`src/rtl/change_dispenser.sv`:
```
// change_dispenser: greedy coin payout engine behind the vend output stage.
// Takes a change amount, pays it out one coin at a time over a req/ack
// handshake to the hopper, highest denomination first, against a
// per-denomination inventory that can be refilled at any time.
// Optional build macro: COIN_TIMEOUT_EN (hopper ack timeout, jams the coin).
//
//   state  | meaning
//   -------+--------------------------------------------------------------
//   IDLE   | waiting for dispense_valid
//   SELECT | one cycle: choose highest affordable denomination in stock
//   ISSUE  | coin_req high, waiting for coin_ack (or timeout)
//   DONE   | one cycle: payout finished, shortfall captured
module change_dispenser #(
    parameter int CURRENCY_WIDTH = 7,
    parameter int INV_WIDTH      = 8,
    parameter int DENOM0         = 50,
    parameter int DENOM1         = 20,
    parameter int DENOM2         = 10,
    parameter int DENOM3         = 5,
    parameter int DENOM4         = 1,
    parameter int INIT_COUNT     = 10,
    parameter int TIMEOUT_CYCLES = 64
) (
    input  logic                      clk,
    input  logic                      rstn,
    input  logic                      dispense_valid,
    input  logic [CURRENCY_WIDTH-1:0] currency_change,
    input  logic                      coin_ack,
    input  logic                      refill_en,
    input  logic [2:0]                refill_sel,
    input  logic [INV_WIDTH-1:0]      refill_count,
    output logic                      coin_req,
    output logic [2:0]                coin_sel,
    output logic                      busy,
    output logic                      change_done,
    output logic [CURRENCY_WIDTH-1:0] change_shortfall,
    output logic                      overrun_err,
    output logic                      timeout_err,
    output logic [4:0]                inv_empty
);

    localparam int NUM_DENOM = 5;
    localparam logic [INV_WIDTH-1:0] INV_MAX  = '1;
    localparam logic [INV_WIDTH-1:0] INV_INIT = INV_WIDTH'(INIT_COUNT);

    typedef enum logic [1:0] {
        IDLE   = 2'd0,
        SELECT = 2'd1,
        ISSUE  = 2'd2,
        DONE   = 2'd3
    } state_t;

    state_t                    state;
    state_t                    state_nxt;
    logic [CURRENCY_WIDTH-1:0] remaining;
    logic [CURRENCY_WIDTH-1:0] remaining_nxt;
    logic [2:0]                coin_sel_nxt;

    logic [INV_WIDTH-1:0]      inv     [NUM_DENOM];
    logic [INV_WIDTH-1:0]      inv_nxt [NUM_DENOM];
    logic [INV_WIDTH:0]        inv_sum [NUM_DENOM];

    logic                      pick_found;
    logic [2:0]                pick_idx;
    logic                      dec_en;
    logic                      jam_en;
    logic                      timeout_hit;

    // Coin value of a denomination index; out-of-range indices are worth 0.
    function automatic logic [CURRENCY_WIDTH-1:0] denom_of(input logic [2:0] idx);
        case (idx)
            3'd0:    denom_of = CURRENCY_WIDTH'(DENOM0);
            3'd1:    denom_of = CURRENCY_WIDTH'(DENOM1);
            3'd2:    denom_of = CURRENCY_WIDTH'(DENOM2);
            3'd3:    denom_of = CURRENCY_WIDTH'(DENOM3);
            3'd4:    denom_of = CURRENCY_WIDTH'(DENOM4);
            default: denom_of = '0;
        endcase
    endfunction

    // Greedy pick: lowest index (largest coin) that fits and is in stock.
    // Scanning from the small end lets the last hit win.
    always_comb begin
        pick_found = 1'b0;
        pick_idx   = 3'd0;
        for (int i = NUM_DENOM - 1; i >= 0; i--) begin
            if ((denom_of(3'(i)) <= remaining) && (inv[i] != '0)) begin
                pick_found = 1'b1;
                pick_idx   = 3'(i);
            end
        end
    end

`ifdef COIN_TIMEOUT_EN
    localparam int WAIT_W = $clog2(TIMEOUT_CYCLES + 1);
    localparam logic [WAIT_W-1:0] WAIT_LOAD = WAIT_W'(TIMEOUT_CYCLES - 1);

    logic [WAIT_W-1:0] wait_cnt;

    // Ack wait timer: loaded on the way into ISSUE, counts down while waiting.
    always_ff @(posedge clk or negedge rstn) begin
        if (!rstn) begin
            wait_cnt <= '0;
        end else if (state == SELECT) begin
            wait_cnt <= WAIT_LOAD;
        end else if ((state == ISSUE) && (wait_cnt != '0)) begin
            wait_cnt <= wait_cnt - 1'b1;
        end
    end

    // Terminal count reached in the last allowed ISSUE cycle with no ack.
    assign timeout_hit = (state == ISSUE) && !coin_ack && (wait_cnt == '0);
`else
    logic timeout_cfg_unused;
    assign timeout_cfg_unused = (TIMEOUT_CYCLES > 0);
    assign timeout_hit        = 1'b0;
`endif

    // State, remaining amount and the latched coin selection.
    always_ff @(posedge clk or negedge rstn) begin
        if (!rstn) begin
            state     <= IDLE;
            remaining <= '0;
            coin_sel  <= 3'd0;
        end else begin
            state     <= state_nxt;
            remaining <= remaining_nxt;
            coin_sel  <= coin_sel_nxt;
        end
    end

    // Next-state logic and inventory decrement/jam strobes.
    always_comb begin
        state_nxt     = state;
        remaining_nxt = remaining;
        coin_sel_nxt  = coin_sel;
        dec_en        = 1'b0;
        jam_en        = 1'b0;
        case (state)
            IDLE: begin
                if (dispense_valid) begin
                    if (currency_change != '0) begin
                        remaining_nxt = currency_change;
                        state_nxt     = SELECT;
                    end else begin
                        remaining_nxt = '0;
                        state_nxt     = DONE;
                    end
                end
            end
            SELECT: begin
                if (pick_found) begin
                    coin_sel_nxt = pick_idx;
                    state_nxt    = ISSUE;
                end else begin
                    state_nxt = DONE;
                end
            end
            ISSUE: begin
                if (coin_ack) begin
                    // Selection guaranteed the coin fits, so no underflow here.
                    remaining_nxt = remaining - denom_of(coin_sel);
                    dec_en        = 1'b1;
                    state_nxt     = (remaining_nxt == '0) ? DONE : SELECT;
                end else if (timeout_hit) begin
                    jam_en    = 1'b1;
                    state_nxt = SELECT;
                end
            end
            DONE: begin
                state_nxt = IDLE;
            end
            default: begin
                state_nxt = IDLE;
            end
        endcase
    end

    // Registered status pulses and the held shortfall.
    always_ff @(posedge clk or negedge rstn) begin
        if (!rstn) begin
            change_done      <= 1'b0;
            change_shortfall <= '0;
            overrun_err      <= 1'b0;
            timeout_err      <= 1'b0;
        end else begin
            change_done <= (state == DONE);
            if (state == DONE) begin
                change_shortfall <= remaining;
            end
            overrun_err <= dispense_valid && (state != IDLE);
            timeout_err <= timeout_hit;
        end
    end

    // Inventory update: refill and payout decrement merge in one saturating sum;
    // a jammed denomination is forced empty regardless of any refill.
    always_comb begin
        for (int i = 0; i < NUM_DENOM; i++) begin
            inv_sum[i] = {1'b0, inv[i]};
            if (refill_en && (refill_sel == 3'(i))) begin
                inv_sum[i] = inv_sum[i] + {1'b0, refill_count};
            end
            if (dec_en && (coin_sel == 3'(i))) begin
                inv_sum[i] = inv_sum[i] - 1'b1;
            end
            if (jam_en && (coin_sel == 3'(i))) begin
                inv_nxt[i] = '0;
            end else if (inv_sum[i] > {1'b0, INV_MAX}) begin
                inv_nxt[i] = INV_MAX;
            end else begin
                inv_nxt[i] = inv_sum[i][INV_WIDTH-1:0];
            end
        end
    end

    // Inventory counters, reloaded to the initial stock on reset.
    always_ff @(posedge clk or negedge rstn) begin
        if (!rstn) begin
            for (int i = 0; i < NUM_DENOM; i++) begin
                inv[i] <= INV_INIT;
            end
        end else begin
            for (int i = 0; i < NUM_DENOM; i++) begin
                inv[i] <= inv_nxt[i];
            end
        end
    end

    // Empty flags straight from the counters.
    always_comb begin
        for (int i = 0; i < NUM_DENOM; i++) begin
            inv_empty[i] = (inv[i] == '0);
        end
    end

    assign coin_req = (state == ISSUE);
    assign busy     = (state != IDLE);

endmodule

```
`config.mk`:
```
export PLATFORM = sky130hd
export DESIGN_NAME = change_dispenser
export DESIGN_NICKNAME = d
export VERILOG_FILES = /design/src/rtl/change_dispenser.sv
export SDC_FILE = /design/constraint.sdc
export NUM_CORES = 1
export LEC_CHECK = 0
export ABC_CLOCK_PERIOD_IN_PS = 6250
export CAP_MARGIN = 10
export CELL_PAD_IN_SITES_DETAIL_PLACEMENT = 0
export CELL_PAD_IN_SITES_GLOBAL_PLACEMENT = 2
export CORE_AREA = 2 2 129 131
export DETAILED_ROUTE_END_ITERATION = 6
export DIE_AREA = 0 0 131 133
export PLACE_DENSITY_LB_ADDON = 0.1
export SYNTH_ARGS = -nofsm -noshare
export SYNTH_HDL_FRONTEND = slang
export SYNTH_SLANG_ARGS = --single-unit
```
`constraint.sdc`:
```
create_clock -name clk -period 6.25 [get_ports clk]
set_input_delay 1.25 -clock clk [delete_from_list [all_inputs] [get_ports clk]]
set_output_delay 1.25 -clock clk [all_outputs]
set_load 0.01 [all_outputs]
```
==> summary.txt <==
Setup path
  • Max incr delay on CP: 0.90 ns
  • Crit-path cells: clkdlybuf4s50_1, fa_1, mux2i_1, ha_1, nand4_1, a2111oi_0, a211oi_1, nor2b_1, mux2i_1
  • CP Capture Type: register
  • Worst path slowest cell: clkdlybuf4s50_1
  • Crit path arrival time: 4.42 ns
  • CP Max Fanout: 10
  • Worst EP required: 6.51 ns
  • Most frequent CP cell: mux2i_1
  • Startpoint types: primary input
  • Crit path kind: in2reg

Clock tree
  • Clock Path Buffers: 2
  • Clock Tree Root: clkbuf_16
  • # H-tree levels: 3
  • Hold buffers post-CTS: 0
  • Inserted Clock Buffers: 9
  • Clock sink count: 61
  • PostCTS Resize Cnt: 0
  • Clk_lat worst skew: 0.35 ns
  • Post-CTS setup buffer count: 0
  • CTS tree: done
  • Worst-path clk slew: 0.05 ns

Floorplanning
  • Core Box Area: 16200 µm²
  • # IOs: 43
  • Cell row count: 47
  • Die area: about 17000 µm²
  • Starting Density: 39.0%
  • Die Y: around 130 µm
  • Horiz. Die Dim: 131 µm

Final layout
  • Layout cell share with drive strength beyond 1: between 8 and 9%
  • Fin nets: 861
  • Area grow syn2layout: 13.8%
  • FILL cells: 1635
  • Final Cell Area: approximately 7200 µm²
  • # diodes: 0

Pwr
  • Worst VDD drop: 186 µV
  • Pwr Density: 473 nW/µm²
  • Clk pwr share: 14.0%
  • Switching Fraction: between 40% and 50%
  • Switch Pwr: 1580 µW
  • Sequential power share: 25.1%
  • Comb pwr share: between 60% and 70%
  • Leakage: 0.00291 µW
  • Pint: 1810 µW

Hold path
  • Worst hold path class: reg2reg

Placed design
  • Dpl hpwl: 13700 µm
  • I/O Buffers: 41
  • Cell Area, Placed: 6900 µm²
  • Final GP Congestion: 0.847

Routing
  • 1st-iter DRT viols: 295
  • Residual DRC: 0
  • Routed wire length: 17700 µm
  • Antenna-violating nets left: 0
  • TritonRoute pass-1 iters: 4
  • Via count of the routed design: slightly below 6000
  • WL/cell: between 15 and 20 µm
  • Drt via density: 5.75

STA
  • Max_slew headroom: 41.4%
  • Worst Clk Skew: 0.0144 ns
  • Fmax: 0.241 GHz
  • Final Hold Slack: ~0.5 ns
  • Pins Over Slew Limit: 0
  • Final-report hold violation count: 0
  • Worst Tran Pin Value: 0.878 ns
  • RSZ-0062 raised after global routing: no
  • Min cycle time layout: 4.16 ns
  • Final Cycle Share: approximately two thirds
  • Final setup vio count: 0
  • Setup TNS Final: 0 ns

Global route
  • First-pass GRT wire length: 28800 µm
  • Largest net degree at the start of global routing: just over 60
  • Gr ovfl total: 0
  • Antenna violations before repair: 0
  • Number of global-route vias before repair: 5620
  • Gr usage total: about a fifth

Run
  • Max cap viols: 0

Yosys
  • Mapped Area: approximately 6300 µm²
  • Avg Cell Area, Syn: about 8.4 µm²
  • Synthesized instance count: 748
  • YS warnings: 0
  • Synthesized Nets: between 800 and 900
  • FFs w/ async S/R, synth: between 90% and 100%
  • Post-synth top area share: roughly a fifth
  • Post-synth top area cell: dfrtp_1
  • Most used DFF post-synth: dfrtp_1
  • Synth top cells by count: nor2_1 (81), o21ai_0 (56), dfrtp_1 (51), ha_1 (51), nand2_1 (50)
  • Most common cell in the synthesized netlist: nor2_1
  • Synthesis-stage register bit count: 61
  • Sequential-to-total area share from yosys stat: 24.4%
  • Number of synthesized flops with an enable pin: 0
  • Library cells used by synthesis: 81
  • Top cells by area, synth: dfrtp_1 (20%), ha_1 (10%), nor2_1 (4.8%), o21ai_0 (4.4%), mux2i_1 (4.3%)

Status
  • Status: completed
-- cell usage in the layout, fill, tap and decap left out, drive strengths merged, types with 5 or more instances in the layout --
cell and count:
and3 6, a21oi 31, ha 51, nor3b 5, inv 17, xnor2 22, dfrtp 51, a21o 23
fa 6, nor2 81, nand3b 8, o31ai 8, o21a 13, dfstp 10, nand2b 10, clkbuf 14
or2 10, nor2b 6, o21ai 59, or3 8, a22oi 7, nor3 34, a211oi 28, mux2i 27
nand4 7, buf 6, nor4 11, and2 6, clkdlybuf4s50 40, xor2 19, mux2 12, o211ai 6
nand3 25, nand2 50
-- cells by family (layout without fill, tap and decap cells) --
group / Yosys count / after routing / share of synthesized area, %
simple gates: 288 / 288 / 24.3
flops: 61 / 61 / 24.4
compound gates: 220 / 220 / 23.8
buf+inv: 41 / 79 / 3.20
other cells: 1 / 1 / 0.0595
xor+xnor: 41 / 41 / 5.70
fa+ha+maj: 57 / 57 / 12.0
mux: 39 / 39 / 6.49
-- final cells by class --
cell class              instances  area (µm²)  share of cell area (%)
well taps                     220         275                    3.84
clock inverters                 2        10.0                   0.140
flip-flops and latches         61        1540                    21.5
inverters                      17        63.8                   0.890
repair buffers                 46         443                    6.18
multi-input cells             646        4580                    63.8
clock buffers                  14         264                    3.68
-- worst max-delay path, delay by kind of cell --
| kind | cells | cell delay [ns] |
|---|---|---|
| and+or+nand+nor | 2 | 0.55 |
| AOI/OAI and AO/OA | 2 | 0.50 |
| buffers and inverters | 1 | 0.90 |
| muxes | 2 | 0.46 |
| adders and majority gates | 2 | 0.75 |
-- final timing paths --
path | start | to | slack [ns] | cells past startpoint
max | refill_count[1] | inv[0]$_DFF_PN0_ | 2.09 | 9
min | change_shortfall[6]$_DFFE_PN0P_ | change_shortfall[6]$_DFFE_PN0P_ | 0.49 | 2
max reg2reg | coin_sel[1]$_DFFE_PN0P_ | state[1]$_DFFE_PN0P_ | 3.13 | 12
min reg2reg | change_shortfall[6]$_DFFE_PN0P_ | change_shortfall[6]$_DFFE_PN0P_ | 0.49 | 2
max in group asynchronous | rstn | remaining[0]$_DFFE_PN0P_ | 4.56 | 2
min in group asynchronous | rstn | inv[14]$_DFF_PN0_ | 1.10 | 2
-- per-stage QoR --
step | instances | utilization [%] | total power [µW] | worst slack, ns
floorplan | 748 | - | 2370 | 2.75
global placement | 990 | 42.6 | 2890 | 1.80
detailed placement | 990 | 42.6 | 2910 | 1.73
CTS | 1006 | 44.3 | 3410 | 2.08
global route | 1006 | 44.3 | 3720 | 1.74
finish | 1006 | 44.3 | 3390 | 2.09
-- routing by layer --
layer | share of wire, % | up-vias | global-route usage, %
li1 | - | 2909 | -
met3 | 3.3 | 21 | 2.43
met4 | 2.3 | 0 | 7.21
met2 | 47 | 87 | 34.1
met1 | 48 | 2763 | 29.4
met5 | 0 | - | 0
-- state kept, by name (all words and copies together), names as in the netlist --
| name | cells |
|---|---|
| coin_sel | 3 |
| change_shortfall | 7 |
| inv | 40 |
| overrun_err | 1 |
| remaining | 7 |
| state | 2 |
| change_done | 1 |
-- power by group through the flow --
stage / clock [µW] / sequential, µW / combinational, µW
after floorplan: 0 / 772 / 1590
after global placement: 0 / 860 / 2030
after detailed placement: 0 / 858 / 2050
after CTS: 488 / 854 / 2070
after global routing: 506 / 887 / 2330
final: 475 / 851 / 2060
No activity file was read; power rests on OpenSTA's default activity.
==> RTL change, RTL diff (same settings) <==
Add a define of `COIN_TIMEOUT_EN`.
--- a/src/rtl/change_dispenser.sv
+++ b/src/rtl/change_dispenser.sv
@@ -10,6 +10,8 @@
 //   SELECT | one cycle: choose highest affordable denomination in stock
 //   ISSUE  | coin_req high, waiting for coin_ack (or timeout)
 //   DONE   | one cycle: payout finished, shortfall captured
+`define COIN_TIMEOUT_EN
+
 module change_dispenser #(
     parameter int CURRENCY_WIDTH = 7,
     parameter int INV_WIDTH      = 8,
Function: no difference found for any inputs over 4 cycles, from zero or initial values and one cycle with rstn low; that may be too few to reach the edited logic, so the function may still have changed.
==> RTL change against the original RTL <==
  * Synthesized cell count grew 3.7%
  * Cell count grew 2.7%
  * Power is 5.9% higher
  * Sequential power grew 8.1%
  * Sequential cell count is 8 higher
  * Final area up 4.7%
  * First-iteration DRC count up 10%
  * Core utilization grew 2.1 points
  * Setup slack got worse by 0.35 ns
  * Highest routed layer unchanged
  * Die area stayed put
  * Routed wire length is 3.0% higher
  * Area after synthesis increased by 4.3%
==> RTL change: results (changes against the original RTL) <==
Routing
  – Met1 Wirelength: 8910 um (was 8430 um)
  – Met3 WL post-DR: 344 um (was 587 um)
  – Wire length per cell: 17.6 um (about the same)
  – DR vias/cell: 5.72 (was 5.75)
  – TritonRoute pass-1 iters: 5 (was 4)
  – First-iteration detailed-routing DRC count: 325 (was 295)
  – WL met2: 8630 um (was 8260 um)

Finish
  – Share of layout cells above drive strength 1: 0.0824 (was 0.0891)
  – Fill cells: 1568 (was 1635)
  – Nets@finish: 890 (was 861)

Pwr
  – Sequential Power: 0.920 mW (was 0.851 mW)
  – Comb power frac: 0.588 (was 0.609)
  – Leak Pwr: 3.01 nW (was 2.91 nW)
  – Seq pwr share: 0.256 (was 0.251)
  – Maximum vdd drop: 201 uV (was 186 uV)

Synth
  – Yosys cell types: 74 (was 81)
  – Area contributors post-synth: dfrtp_1 22%, ha_1 10%, nor2_1 5.4% (was dfrtp_1 20%, ha_1 10%, nor2_1 4.8%)
  – Post-synthesis sequential area ratio: 0.265 (was 0.244)
  – Top cells by count, synth: 95 x nor2_1, 67 x a21oi_1, 59 x dfrtp_1 (was 81 x nor2_1, 56 x o21ai_0, 51 x dfrtp_1, 51 x ha_1, 50 x nand2_1)
  – Avg Inst Size Synth: 8.47 um2 (was 8.43 um2)
  – Syn nets: 858 (was 828)

Place
  – Cells after DPL: 1017 (was 990)
  – Dpl ws: 1.43 ns (was 1.73 ns)
  – Placer congestion estimate: 0.824 (was 0.847)
  – IO Port Bufs: 42 (was 41)
  – Placed Area: 7180 um2 (was 6900 um2)

Worst setup path
  – WP data arrival: 4.68 ns (was 4.42 ns)
  – FF-to-FF End: inv[39] (was state[1])
  – Worst path max stage delay: 0.82 ns (was 0.90 ns)
  – Worst path top cell family by delay: compound AO/OA/AOI/OAI gates (was buffers and inverters)
  – Reg2reg path depth: 8 (was 12)
  – Crit path to: inv[15] (was inv[0])

Global route
  – First-pass GRT wire length: 29600 um (was 28800 um)
  – Routing usage on met3: 0.0194 (was 0.0243)
  – All-Layer GR Usage: 0.215 (was 0.212)
  – Routing usage on met1: 0.296 (was 0.294)
  – Largest net degree at the start of global routing: 70 (was 62)
  – Grt met2 use: 0.357 (was 0.341)
  – Vias in the first global route: 5785 (was 5620)

Timing
  – Hold_ws: 0.491 ns (was 0.489 ns)
  – Slew headroom: 0.277 (was 0.414)
  – Setup Skew: 0.00588 ns (was 0.0144 ns)
  – Minimum clock period: 4.51 ns (was 4.16 ns)

Worst hold path
  – Hold endpoint: change_shortfall[1] (was change_shortfall[6])
  – Hold_sp: change_shortfall[1] (was change_shortfall[6])

Outcome
  – Status: complete, no violations (unchanged)
==> RTL change: cell types whose count changed in the layout (fill, tap and decap cells not counted), sizes merged, moves of 6 or more <==
cell / delta
a31oi: +8
nor3: -12
nor2: +14
o21ai: -18
a211oi: -11
nand2: +6
a22oi: -6
a21o: -17
nand3: -10
o21ba: +6
dfrtp: +8
nor3b: +6
a21oi: +36
==> RTL change: layout make-up <==
| type | count | area [um2] | area share |
|---|---|---|---|
| repair buffers | 43 | 423 | 0.0563 |
| well taps | 220 | 275 | 0.0367 |
| inverters | 18 | 67.6 | 0.00900 |
| flip-flops and latches | 69 | 1740 | 0.232 |
| clock buffers | 11 | 243 | 0.0323 |
| clock inverters | 5 | 83.8 | 0.0112 |
| multi-input cells | 667 | 4680 | 0.623 |
==> RTL change: cells by family after synthesis <==
family          Yosys count  share of synthesized area
compound gates          226                      0.226
xor+xnor                 47                     0.0626
mux                      34                     0.0584
fa+ha+maj                59                      0.119
simple gates            301                      0.245
flops                    69                      0.265
buf+inv                  40                     0.0242
